[src/rtl/video_mode_ctrl.sv]
// rtl/video_mode_ctrl.sv - native video mode measurement and scandoubler sequencing
// Measures line/frame timing, qualifies a stable mode, and gates the doubled path.
module video_mode_ctrl #(
  parameter int CNT_W         = 12,
  parameter int STABLE_FRAMES = 4,
  parameter int TOL           = 2
) (
  input  logic             clk_vid,
  input  logic             reset_n,
  input  logic             ce_pix,
  input  logic             hs_in,
  input  logic             vs_in,
  input  logic             hb_in,
  input  logic             vb_in,
  input  logic             force_bypass,
  output logic             sd_enable,
  output logic             sd_flush,
  output logic             mode_valid,
  output logic [CNT_W-1:0] h_total,
  output logic [CNT_W-1:0] h_active,
  output logic [CNT_W-1:0] v_total,
  output logic [CNT_W-1:0] v_active,
  output logic [1:0]       state
);

  typedef enum logic [1:0] {
    IDLE    = 2'd0,
    MEASURE = 2'd1,
    SWITCH  = 2'd2,
    RUN     = 2'd3
  } state_e;

  localparam logic [CNT_W-1:0] CNT_MAX  = '1;
  localparam logic [CNT_W-1:0] CNT_ONE  = {{(CNT_W-1){1'b0}}, 1'b1};
  localparam logic [CNT_W-1:0] TOL_C    = CNT_W'(TOL);
  localparam logic [3:0]       STABLE_C = 4'(STABLE_FRAMES);

  state_e           state_q, state_d;
  logic             hs_q, vs_q;
  logic [CNT_W-1:0] pix_cnt_q, pix_cnt_d, act_cnt_q, act_cnt_d;
  logic [CNT_W-1:0] h_line_q, h_line_d, h_act_max_q, h_act_max_d;
  logic [CNT_W-1:0] ln_cnt_q, ln_cnt_d, vact_cnt_q, vact_cnt_d;
  logic [CNT_W-1:0] ref_h_q, ref_h_d, ref_ha_q, ref_ha_d;
  logic [CNT_W-1:0] ref_v_q, ref_v_d, ref_va_q, ref_va_d;
  logic             ref_valid_q, ref_valid_d;
  logic [3:0]       stable_q, stable_d;
  logic             sd_enable_q, sd_flush_q, mode_valid_q;
  logic             hs_edge, vs_edge, pix_act, timeout, match, load_ref;
  logic [CNT_W-1:0] cand_h, cand_ha, cand_v, cand_va, h_diff;

  function automatic logic [CNT_W-1:0] sat_inc(input logic [CNT_W-1:0] v);
    return (v == CNT_MAX) ? v : v + CNT_ONE;
  endfunction

  // The hs edge is folded into the candidate first, so a line whose hs
  // coincides with vs belongs to the frame that is closing.
  always_comb begin
    hs_edge = hs_in & ~hs_q;
    vs_edge = vs_in & ~vs_q;
    pix_act = ce_pix & ~hb_in;

    cand_h  = hs_edge ? pix_cnt_q : h_line_q;
    cand_ha = (hs_edge && (act_cnt_q > h_act_max_q)) ? act_cnt_q : h_act_max_q;
    cand_v  = hs_edge ? sat_inc(ln_cnt_q) : ln_cnt_q;
    cand_va = (hs_edge && !vb_in) ? sat_inc(vact_cnt_q) : vact_cnt_q;

    pix_cnt_d   = hs_edge ? {{(CNT_W-1){1'b0}}, ce_pix}
                          : (ce_pix ? sat_inc(pix_cnt_q) : pix_cnt_q);
    act_cnt_d   = hs_edge ? {{(CNT_W-1){1'b0}}, pix_act}
                          : (pix_act ? sat_inc(act_cnt_q) : act_cnt_q);
    h_line_d    = cand_h;
    h_act_max_d = vs_edge ? '0 : cand_ha;
    ln_cnt_d    = vs_edge ? '0 : cand_v;
    vact_cnt_d  = vs_edge ? '0 : cand_va;

    h_diff  = (cand_h >= ref_h_q) ? (cand_h - ref_h_q) : (ref_h_q - cand_h);
    match   = ref_valid_q && (h_diff <= TOL_C) && (cand_ha == ref_ha_q) &&
              (cand_v == ref_v_q) && (cand_va == ref_va_q);
    timeout = (pix_cnt_q == CNT_MAX) || (ln_cnt_q == CNT_MAX);
  end

  always_comb begin
    state_d     = state_q;
    stable_d    = stable_q;
    load_ref    = 1'b0;
    ref_valid_d = ref_valid_q;
    ref_h_d     = ref_h_q;
    ref_ha_d    = ref_ha_q;
    ref_v_d     = ref_v_q;
    ref_va_d    = ref_va_q;

    if (timeout) begin
      state_d     = IDLE;
      stable_d    = '0;
      ref_valid_d = 1'b0;
      ref_h_d     = '0;
      ref_ha_d    = '0;
      ref_v_d     = '0;
      ref_va_d    = '0;
    end else if (vs_edge) begin
      case (state_q)
        IDLE: begin
          state_d  = MEASURE;
          stable_d = '0;
        end
        MEASURE: begin
          if (match) begin
            stable_d = stable_q + 4'd1;
            if ((stable_q + 4'd1) == STABLE_C) state_d = SWITCH;
          end else begin
            load_ref = 1'b1;
          end
        end
        SWITCH: begin
          if (match) begin
            state_d = RUN;
          end else begin
            state_d  = MEASURE;
            load_ref = 1'b1;
          end
        end
        RUN: begin
          if (!match) begin
            state_d  = MEASURE;
            load_ref = 1'b1;
          end
        end
        default: state_d = IDLE;
      endcase

      if (load_ref) begin
        ref_valid_d = 1'b1;
        stable_d    = '0;
        ref_h_d     = cand_h;
        ref_ha_d    = cand_ha;
        ref_v_d     = cand_v;
        ref_va_d    = cand_va;
      end
    end
  end

  always_ff @(posedge clk_vid or negedge reset_n) begin
    if (!reset_n) begin
      state_q      <= IDLE;
      hs_q         <= 1'b0;
      vs_q         <= 1'b0;
      pix_cnt_q    <= '0;
      act_cnt_q    <= '0;
      h_line_q     <= '0;
      h_act_max_q  <= '0;
      ln_cnt_q     <= '0;
      vact_cnt_q   <= '0;
      ref_h_q      <= '0;
      ref_ha_q     <= '0;
      ref_v_q      <= '0;
      ref_va_q     <= '0;
      ref_valid_q  <= 1'b0;
      stable_q     <= '0;
      sd_enable_q  <= 1'b0;
      sd_flush_q   <= 1'b0;
      mode_valid_q <= 1'b0;
    end else begin
      state_q      <= state_d;
      hs_q         <= hs_in;
      vs_q         <= vs_in;
      pix_cnt_q    <= pix_cnt_d;
      act_cnt_q    <= act_cnt_d;
      h_line_q     <= h_line_d;
      h_act_max_q  <= h_act_max_d;
      ln_cnt_q     <= ln_cnt_d;
      vact_cnt_q   <= vact_cnt_d;
      ref_h_q      <= ref_h_d;
      ref_ha_q     <= ref_ha_d;
      ref_v_q      <= ref_v_d;
      ref_va_q     <= ref_va_d;
      ref_valid_q  <= ref_valid_d;
      stable_q     <= stable_d;
      sd_enable_q  <= (state_q == RUN) & ~force_bypass;
      sd_flush_q   <= (state_d == SWITCH) && (state_q != SWITCH);
      mode_valid_q <= (state_q == SWITCH) || (state_q == RUN);
    end
  end

  assign sd_enable  = sd_enable_q;
  assign sd_flush   = sd_flush_q;
  assign mode_valid = mode_valid_q;
  assign h_total    = ref_h_q;
  assign h_active   = ref_ha_q;
  assign v_total    = ref_v_q;
  assign v_active   = ref_va_q;
  assign state      = state_q;

endmodule

[config.mk]
export PLATFORM = sky130hd
export DESIGN_NAME = video_mode_ctrl
export DESIGN_NICKNAME = d
export VERILOG_FILES = /design/src/rtl/video_mode_ctrl.sv
export SDC_FILE = /design/constraint.sdc
export NUM_CORES = 1
export LEC_CHECK = 0
export CORE_ASPECT_RATIO = 1.2
export CORE_UTILIZATION = 55
export CTS_BUF_LIST = sky130_fd_sc_hd__clkbuf_16
export DETAILED_ROUTE_END_ITERATION = 7
export PLACE_DENSITY_LB_ADDON = 0.12
export SYNTH_ARGS = -nofsm -noshare
export SYNTH_HDL_FRONTEND = slang
export SYNTH_SLANG_ARGS = --single-unit
[constraint.sdc]
create_clock -name clk_vid -period 5.8 [get_ports clk_vid]
set_input_delay 0.87 -clock clk_vid [delete_from_list [all_inputs] [get_ports clk_vid]]
set_output_delay 0.87 -clock clk_vid [all_outputs]
set_load 0.03 [all_outputs]
==> metrics.yaml, run 1 <==
timing.slew.headroom_pct: 36.76
net-switching-power_uw: 989.2
layout.core_utilization_pct: 66.46
asyncSetResetFlopFracSynth_pct: 100.0
vdd_ir_drop_max_uv: 254.1
first_pass_grt_wire_length_um: 38270
grt.overflow.total: 0
cts.reportedPaths.clkPinSlew_ns: 0.06
portion_of_total_power_attributed_to_the_clock_network_pct: 37.3
detail_route.wirelength_um: 23530
ys.flop_type: "dfrtp_1"
wl_per_cell_um: 19.35
finalClockSkew_ns: 0.008117
crit_path_top_delay_cell: "nor2_4"
clock_latency_on_the_worst_skew_pair_ns: 0.43
yosysWarnings: 0
min_path_type: "reg -> reg"
postCtsSetupRepairBufs: 0
std_cell_rows: 49
synth_edf_count: 0
timing.reg2reg.worst_path_depth: 15
synth-seq-area-share_pct: 38.94
layout_min_cycle_time_ns: 5.333
data_required_critical_path_ns: 6.15
crit_family: "simple AND/OR/NAND/NOR gates"
cts_tree: "yes"
max_cap_viol_count: 0
holdWs_ns: 0.4706
post_cts_resized: 0
postLayoutSetupSlackWorst_ns: 0.4668
unrepaired_setup_endpoints_after_global_routing: "false"
critical_path.endpoint: "v_active[6]"
n_antenna_cell: 0
cts_htree_levels: 4
number_of_distinct_library_cell_variants_in_the_gate_level_netlist_after_synthesis: 77
power.density_cell_area_mw_per_mm2: 297.5
synth-xor-area-share_pct: 5.885
antenna_left: 0
setup_slack_at_placement_ns: 0.02983
path_buf_inv: 3
via_per_inst: 6.137
die_h_um: 138.0
timing.fmax_ghz: 0.1875
routabilityCongestion: 0.9224
crit_path_max_fanout: 31
regToRegEndpoint: "v_active[6]"
via_count: 7462
critPathKind: "in -> reg"
status: "complete, no violations"
register_bit_count_reported_by_yosys: 132
yosys-mux-area-fraction_pct: 5.088
clock-root-buffer: "clkbuf_16"
synthesis.area_per_instance_um2: 8.967
ioPinCount: 61
worstPathCellList: "clkdlybuf4s50_1, nand2b_1, buf_4, nand2_1, nand2_1, ha_1, nor2b_1, o31a_1, a2111oi_0, o21ai_0, a211oi_1, o31ai_1, nand3b_1, nor4_2, nor2_4, buf_4, mux2i_1"
post_synth_fa_ha_maj_area_fraction_pct: 6.372
r2r_setup_slack_ns: 0.84
floorplan.die_area_mm2: 0.01593
numCtsBuffers: 17
coreArea_mm2: 0.01502
synthToLayoutAreaGrowth_pct: 17.68
post_synth_instance_area_mm2: 0.008483
timing.critical_path.to_type: "register"
cts.sinks: 132
setup_total_negative_slack_ns: 0
detailedPlacementHpwl_um: 16620
drive_above_1_share_pct: 8.597
synthesized_netlist_cell_count: 946
critical_path.startpoint_type: "input port"
drt_iter0_drc: 493
synth_compound_area_share_pct: 19.03
layout_worst_path_cycle_share_pct: 91.95
number_of_global_route_vias_before_repair: 7232
timing.rr.start: "hs_q"
synth_top_family_by_area: "simple AND/OR/NAND/NOR gates"
dieWidth_um: 115.4
count_of_endpoints_failing_setup_in_the_final_report: 0
p_total_uw: 2970
p_seq_share_pct: 36.1
synthSimpleGateAreaFrac_pct: 19.88
firstDrtPassIters: 5
cp.depth: 17
grtUsageTotal_pct: 31.18
clockBufferDepth: 2
grt_max_degree: 82
power_frac_comb_pct: 26.6
place.port_buffers: 60
total_nets_final: 1049
transition_time_at_the_pin_with_the_least_slew_margin_ns: 0.9247
number_of_antenna_violations_at_the_first_check_in_global_routing: 0
fillerInstances: 1255
critical_path_arrival_ns: 5.68
synthesis.nets: 996
timing_hold_violations_final: 0
internal-power_uw: 1981
worst_setup_startpoint: "hs_in"
layout.cells.most_common: "dfrtp_1"
postCtsHoldBufs: 0
switching_share_pct: 33.30
initial_standard_cell_utilization_of_the_core_pct: 56.48
mostFrequentLayoutCells: "dfrtp_1 (132), nor2_1 (90), a21oi_1 (68)"
timing.final.max_slew_violations: 0
detail_route.drc_violations: 0
static-leakage-power_uw: 0.004402
slowest_delay_ns: 0.67
## Yosys cell counts, types with 3 or more instances
library cell | n | area [um^2]
dfrtp_1 | 132 | 3303
nor2_1 | 92 | 345.3
a21oi_1 | 68 | 340.3
nand2_1 | 63 | 236.5
inv_1 | 53 | 198.9
mux2i_1 | 42 | 420.4
ha_1 | 40 | 500.5
clkbuf_1 | 39 | 146.4
a211oi_1 | 35 | 262.8
o21ai_0 | 30 | 150.1
xor2_1 | 29 | 254.0
nand3_1 | 28 | 140.1
xnor2_1 | 28 | 245.2
nor3_1 | 22 | 110.1
nand4_1 | 20 | 125.1
nor4_1 | 18 | 112.6
nand2b_1 | 15 | 93.84
a21o_1 | 14 | 105.1
or2_2 | 11 | 68.82
nor2b_1 | 10 | 62.56
or3_1 | 10 | 62.56
a2111oi_0 | 9 | 78.83
buf_2 | 8 | 40.04
a22oi_1 | 7 | 52.55
and3_1 | 7 | 43.79
o211ai_1 | 7 | 52.55
o21a_1 | 7 | 52.55
o31ai_1 | 7 | 52.55
and4_1 | 6 | 52.55
a31oi_1 | 5 | 31.28
o31a_1 | 5 | 43.79
or4_1 | 5 | 37.54
and2_1 | 4 | 25.02
nand3b_1 | 4 | 30.03
o21bai_1 | 4 | 30.03
a2bb2oi_1 | 3 | 26.28
o2111ai_1 | 3 | 26.28
o22ai_1 | 3 | 18.77
## state kept, by name, indices dropped and copies added (netlist names), named ones only
name	flops
h_active	12
sd_enable	1
pix_cnt_q	12
ln_cnt_q	12
h_total	12
vact_cnt_q	12
h_act_max_q	12
h_line_q	9
act_cnt_q	12
v_total	12
ref_valid_q	1
v_active	12
state	2
sd_flush	1
hs_q	1
mode_valid	1
stable_q	4
vs_q	1
## how the worst min path moves through the flow
| stage | end | slack, ns | depth (start not counted) | startpoint |
|---|---|---|---|---|
| floorplan | register | 0.44 | 2 | register |
| global placement | register | 0.45 | 2 | register |
| detailed placement | register | 0.46 | 2 | register |
| CTS | register | 0.47 | 2 | register |
| global route | register | 0.49 | 2 | register |
| finish | register | 0.47 | 2 | register |
## area by class of cell
class	instances	area (um^2)	area share [%]
clock inverter	15	177.7	1.780
multi-input combinational	709	4808	48.16
inverter	55	206.4	2.068
tap	204	255.2	2.557
sequential	132	3303	33.09
timing repair buffer	84	807.0	8.084
clock buffer	17	425.4	4.261
## worst reg2reg max path, delay by kind of cell (launching register included)
kind,cells,cell delay [ns]
adders and majority gates,1,0.30
DFF,1,0.49
muxes,2,0.56
AOI/OAI and AO/OA,2,0.60
buffers and inverters,2,0.45
and+or+nand+nor,8,2.48
## cells by family (layout without fill, tap and decap cells)
family,Yosys count,in the layout
and+or+nand+nor,329,329
muxes,43,43
xor gates and xnor gates,57,57
buffers and inverters,105,171
adders and majority gates,42,42
AOI/OAI and AO/OA,238,238
DFF,132,132
## power by group through the flow
stage	logic [uW]	registers [uW]	clock network, uW
6_report	790	1070	1110
5_1_grt	859	1080	1160
4_1_cts	785	1070	1120
3_5_place_dp	778	1090	0
3_3_place_gp	777	1080	0
2_1_floorplan	456	1130	0
## metal layers
layer / GRT usage (%) / routed length, um
met1: 42.12 / 10450
met2: 49.76 / 11270
met3: 5.612 / 1190
met4: 11.48 / 622
met5: 0 / 0
## stage by stage
stage | cell area [um^2] | std cells
after floorplan | 8483 | 946
after global placement | 9373 | 1184
after detailed placement | 9373 | 1184
after CTS | 9976 | 1216
after global routing | 9983 | 1216
final | 9983 | 1216
Note: power is estimated with default switching activity, not from simulation.
==> run 2: changes to the inputs <==
--- a/config.mk
+++ b/config.mk
@@ -6,10 +6,11 @@
 export NUM_CORES = 1
 export LEC_CHECK = 0
 export CORE_ASPECT_RATIO = 1.2
-export CORE_UTILIZATION = 55
+export CORE_UTILIZATION = 54
 export CTS_BUF_LIST = sky130_fd_sc_hd__clkbuf_16
 export DETAILED_ROUTE_END_ITERATION = 7
 export PLACE_DENSITY_LB_ADDON = 0.12
+export SLEW_MARGIN = 20
 export SYNTH_ARGS = -nofsm -noshare
 export SYNTH_HDL_FRONTEND = slang
 export SYNTH_SLANG_ARGS = --single-unit
==> constraint.sdc (replaced) <==
create_clock -name clk_vid -period 4.4 [get_ports clk_vid]
set_input_delay 0.66 -clock clk_vid [delete_from_list [all_inputs] [get_ports clk_vid]]
set_output_delay 0.66 -clock clk_vid [all_outputs]
set_load 0.03 [all_outputs]
==> metrics.yaml, run 2 (synthesized netlist as in run 1, its figures left out) <==
fillerInstances: 1201  # -4.3%
first_pass_grt_wire_length_um: 40390  # +5.6%
timing.fmax_ghz: 0.2349
min_path_type: "in -> async"
global_route.usage.met3_pct: 5.444  # -0.17 points
vdd_ir_drop_max_uv: 257.9  # +1.5%
crit_path_top_delay_cell: "dfrtp_2"
n_antenna_cell: 0  # unchanged
static-leakage-power_uw: 0.004875  # +11%
net-switching-power_uw: 1391  # +41%
grtUsageTotal_pct: 32.51  # +1.3 points
clock-root-buffer: "clkbuf_16"
grt_max_degree: 67  # -18%
max_cap_viol_count: 0  # unchanged
critical_path.startpoint_type: "register"
path_buf_inv: 9  # +6
crit_path_max_fanout: 22  # -29%
p_seq_share_pct: 35.9  # -0.2 points
antenna_left: 0  # unchanged
portion_of_total_power_attributed_to_the_clock_network_pct: 32.8  # -4.5 points
coreArea_mm2: 0.01514  # +0.82%
power.density_cell_area_mw_per_mm2: 363.9  # +22%
layout.core_utilization_pct: 71.92  # +5.5 points
total_nets_final: 1156  # +10%
routabilityCongestion: 0.9661  # +4.7%
unrepaired_setup_endpoints_after_global_routing: "true"
critical-path-top-cell-by-count: "buf_4"
cts.sinks: 132  # unchanged
area_taken_by_flip_flops_and_latches_mm2: 0.003304  # about the same
critPathKind: "reg -> reg"
synthToLayoutAreaGrowth_pct: 28.39
wl_per_cell_um: 18.86  # -2.5%
slowest_delay_ns: 0.45  # -0.22 ns
detail_route.drc_violations: 0  # unchanged
timing_hold_violations_final: 0  # unchanged
grt_busiest_layer: "met2"
internal-power_uw: 2573  # +30%
numCtsBuffers: 17  # unchanged
floorplan.die_area_mm2: 0.01622  # +1.8%
timing.critical_path.to_type: "register"
timing.rr.start: "hs_q"
switching_share_pct: 35.09  # +1.8 points
layout_min_cycle_time_ns: 4.257
firstDrtPassIters: 5  # unchanged
status: "complete, no violations"
cts_htree_levels: 4  # unchanged
p_total_uw: 3963  # +33%
cts.reportedPaths.clkPinSlew_ns: 0.06  # about the same
detail_route.wirelength_um: 24950  # +6.0%
ioPinCount: 61  # unchanged
die_h_um: 139.3  # +0.91%
transition_time_at_the_pin_with_the_least_slew_margin_ns: 0.8511  # -0.07367 ns
dieWidth_um: 116.4  # +0.91%
data_required_critical_path_ns: 4.73  # -1.42 ns
drive_above_1_share_pct: 19.75  # +11 points
clockBufferDepth: 2  # unchanged
post_place_cells: 1287  # +8.7%
cts_tree: "yes"
via_count: 7973  # +6.8%
power_frac_comb_pct: 31.3  # +4.7 points
finish.cell_count_without_fillers: 1323  # +8.8%
worst_setup_startpoint: "hs_q"
number_of_global_route_vias_before_repair: 7881  # +9.0%
worstPathCellList: "nand2b_1, buf_12, mux2i_2, inv_1, ha_1, buf_4, nand2_1, a2111oi_4, buf_4, nor3_4, buf_4, buf_4, nor3_1, or3_1, o211ai_1, buf_4, nor4_2, buf_4, nor2_4, buf_12, a211oi_1"
place.port_buffers: 60  # unchanged
multiInputGateArea_mm2: 0.004965  # +3.3%
layout_worst_path_cycle_share_pct: 96.74
timing.final.max_slew_violations: 0  # unchanged
std_cell_rows: 49  # unchanged
detailedPlacementHpwl_um: 17950  # +8.0%
count_of_endpoints_failing_setup_in_the_final_report: 0  # unchanged
initial_standard_cell_utilization_of_the_core_pct: 56.02  # -0.46 points
layout.cells.most_common: "dfrtp_1"
timing.slew.headroom_pct: 43.26  # +6.5 points
holdWs_ns: 0.2114  # -0.2592 ns
use_met1_pct: 43.34  # +1.2 points
critical_path_arrival_ns: 4.59  # -1.09 ns
globalRouteMet2Util_pct: 52.35  # +2.6 points
r2r_setup_slack_ns: 0.14  # -0.70 ns
setup_total_negative_slack_ns: 0  # unchanged
finalClockSkew_ns: 0.008271  # +0.0001543 ns
number_of_antenna_violations_at_the_first_check_in_global_routing: 0  # unchanged
drt_iter0_drc: 599  # +22%
grt.overflow.total: 0  # unchanged
crit_family: "buffers and inverters"
via_per_inst: 6.026  # -1.8%
clock_latency_on_the_worst_skew_pair_ns: 0.43  # about the same
mostFrequentLayoutCells: "dfrtp_1 (131), buf_4 (127), nor2_1 (90)"
postCtsHoldBufs: 0  # unchanged
-- run 2: cell count changes in the layout (fill, tap and decap cells not counted), moves of 4 or more --
cell        delta
buf_4        +105
clkinvlp_4     +5
mux2i_1        -5
mux2i_2        +5
a2111oi_0      -4
-- run 2: layer usage --
| layer | part of all wire [%] | wire length [um] |
|---|---|---|
| met4 | 3.1 | 765 |
| met3 | 4.6 | 1143 |
| met1 | 44 | 11040 |
| met2 | 48 | 12010 |
| met5 | 0 | 0 |
-- run 2: repair_timing --
| action | in CTS | in global routing |
|---|---|---|
| buffers inserted | 1 | 3 |
| gates resized for setup | 10 | 21 |
| endpoints found under the setup margin | 56 | 53 |
| pin swaps | 0 | 2 |
-- run 2: final timing paths --
check / endpoint / depth (start not counted)
hold reg to reg: register / 2
setup reg to reg: h_active[5] / 21
max in group asynchronous: hs_q / 2
setup / recovery: h_active[5] / 21
hold / removal: pix_cnt_q[2] / 1
min in group clk_vid: register / 2
-- run 2: through the flow --
stage                     cell area (um^2)  setup WS [ns]
after global routing                 10890       -0.03109
final                                10890         0.1432
after CTS                            10800        0.05904
after detailed placement             10220        -0.8580
after floorplan                       8549       0.003053
after global placement               10220        -0.7744
-- run 2: layout make-up --
type	instances	share of cell area, %
Clock buffer	17	3.906
Clock inverter	15	0.9650
Inverter	55	1.895
Multi-Input combinational cell	709	45.58
Sequential cell	132	30.34
Tap cell	204	2.343
Timing Repair Buffer	191	14.97
-- run 2: worst reg2reg max path, cell delays in order (launching register included) --
cell	delay (ns)
dfrtp_2	0.45
nand2b_1	0.22
buf_12	0.18
mux2i_2	0.22
inv_1	0.10
ha_1	0.30
buf_4	0.18
nand2_1	0.15
a2111oi_4	0.32
buf_4	0.19
nor3_4	0.04
buf_4	0.13
buf_4	0.13
nor3_1	0.16
or3_1	0.14
o211ai_1	0.13
buf_4	0.17
nor4_2	0.26
buf_4	0.17
nor2_4	0.05
buf_12	0.19
a211oi_1	0.29
-- run 2: power groups by stage --
stage | logic, uW | clock network [uW] | registers, uW
after global placement | 1170 | 0 | 1440
after global routing | 1350 | 1370 | 1430
final | 1240 | 1300 | 1420
after floorplan | 616 | 0 | 1490
after CTS | 1210 | 1320 | 1420
after detailed placement | 1180 | 0 | 1440
==> run 3: changes to the inputs <==
--- a/config.mk
+++ b/config.mk
@@ -8,6 +8,7 @@
 export CORE_ASPECT_RATIO = 1.2
 export CORE_UTILIZATION = 54
 export CTS_BUF_LIST = sky130_fd_sc_hd__clkbuf_16
+export CTS_CLUSTER_DIAMETER = 60
 export DETAILED_ROUTE_END_ITERATION = 7
 export PLACE_DENSITY_LB_ADDON = 0.12
 export SLEW_MARGIN = 20
==> results of run 3 <==
The final DEF is identical to that of run 2; final timing and power are the same.
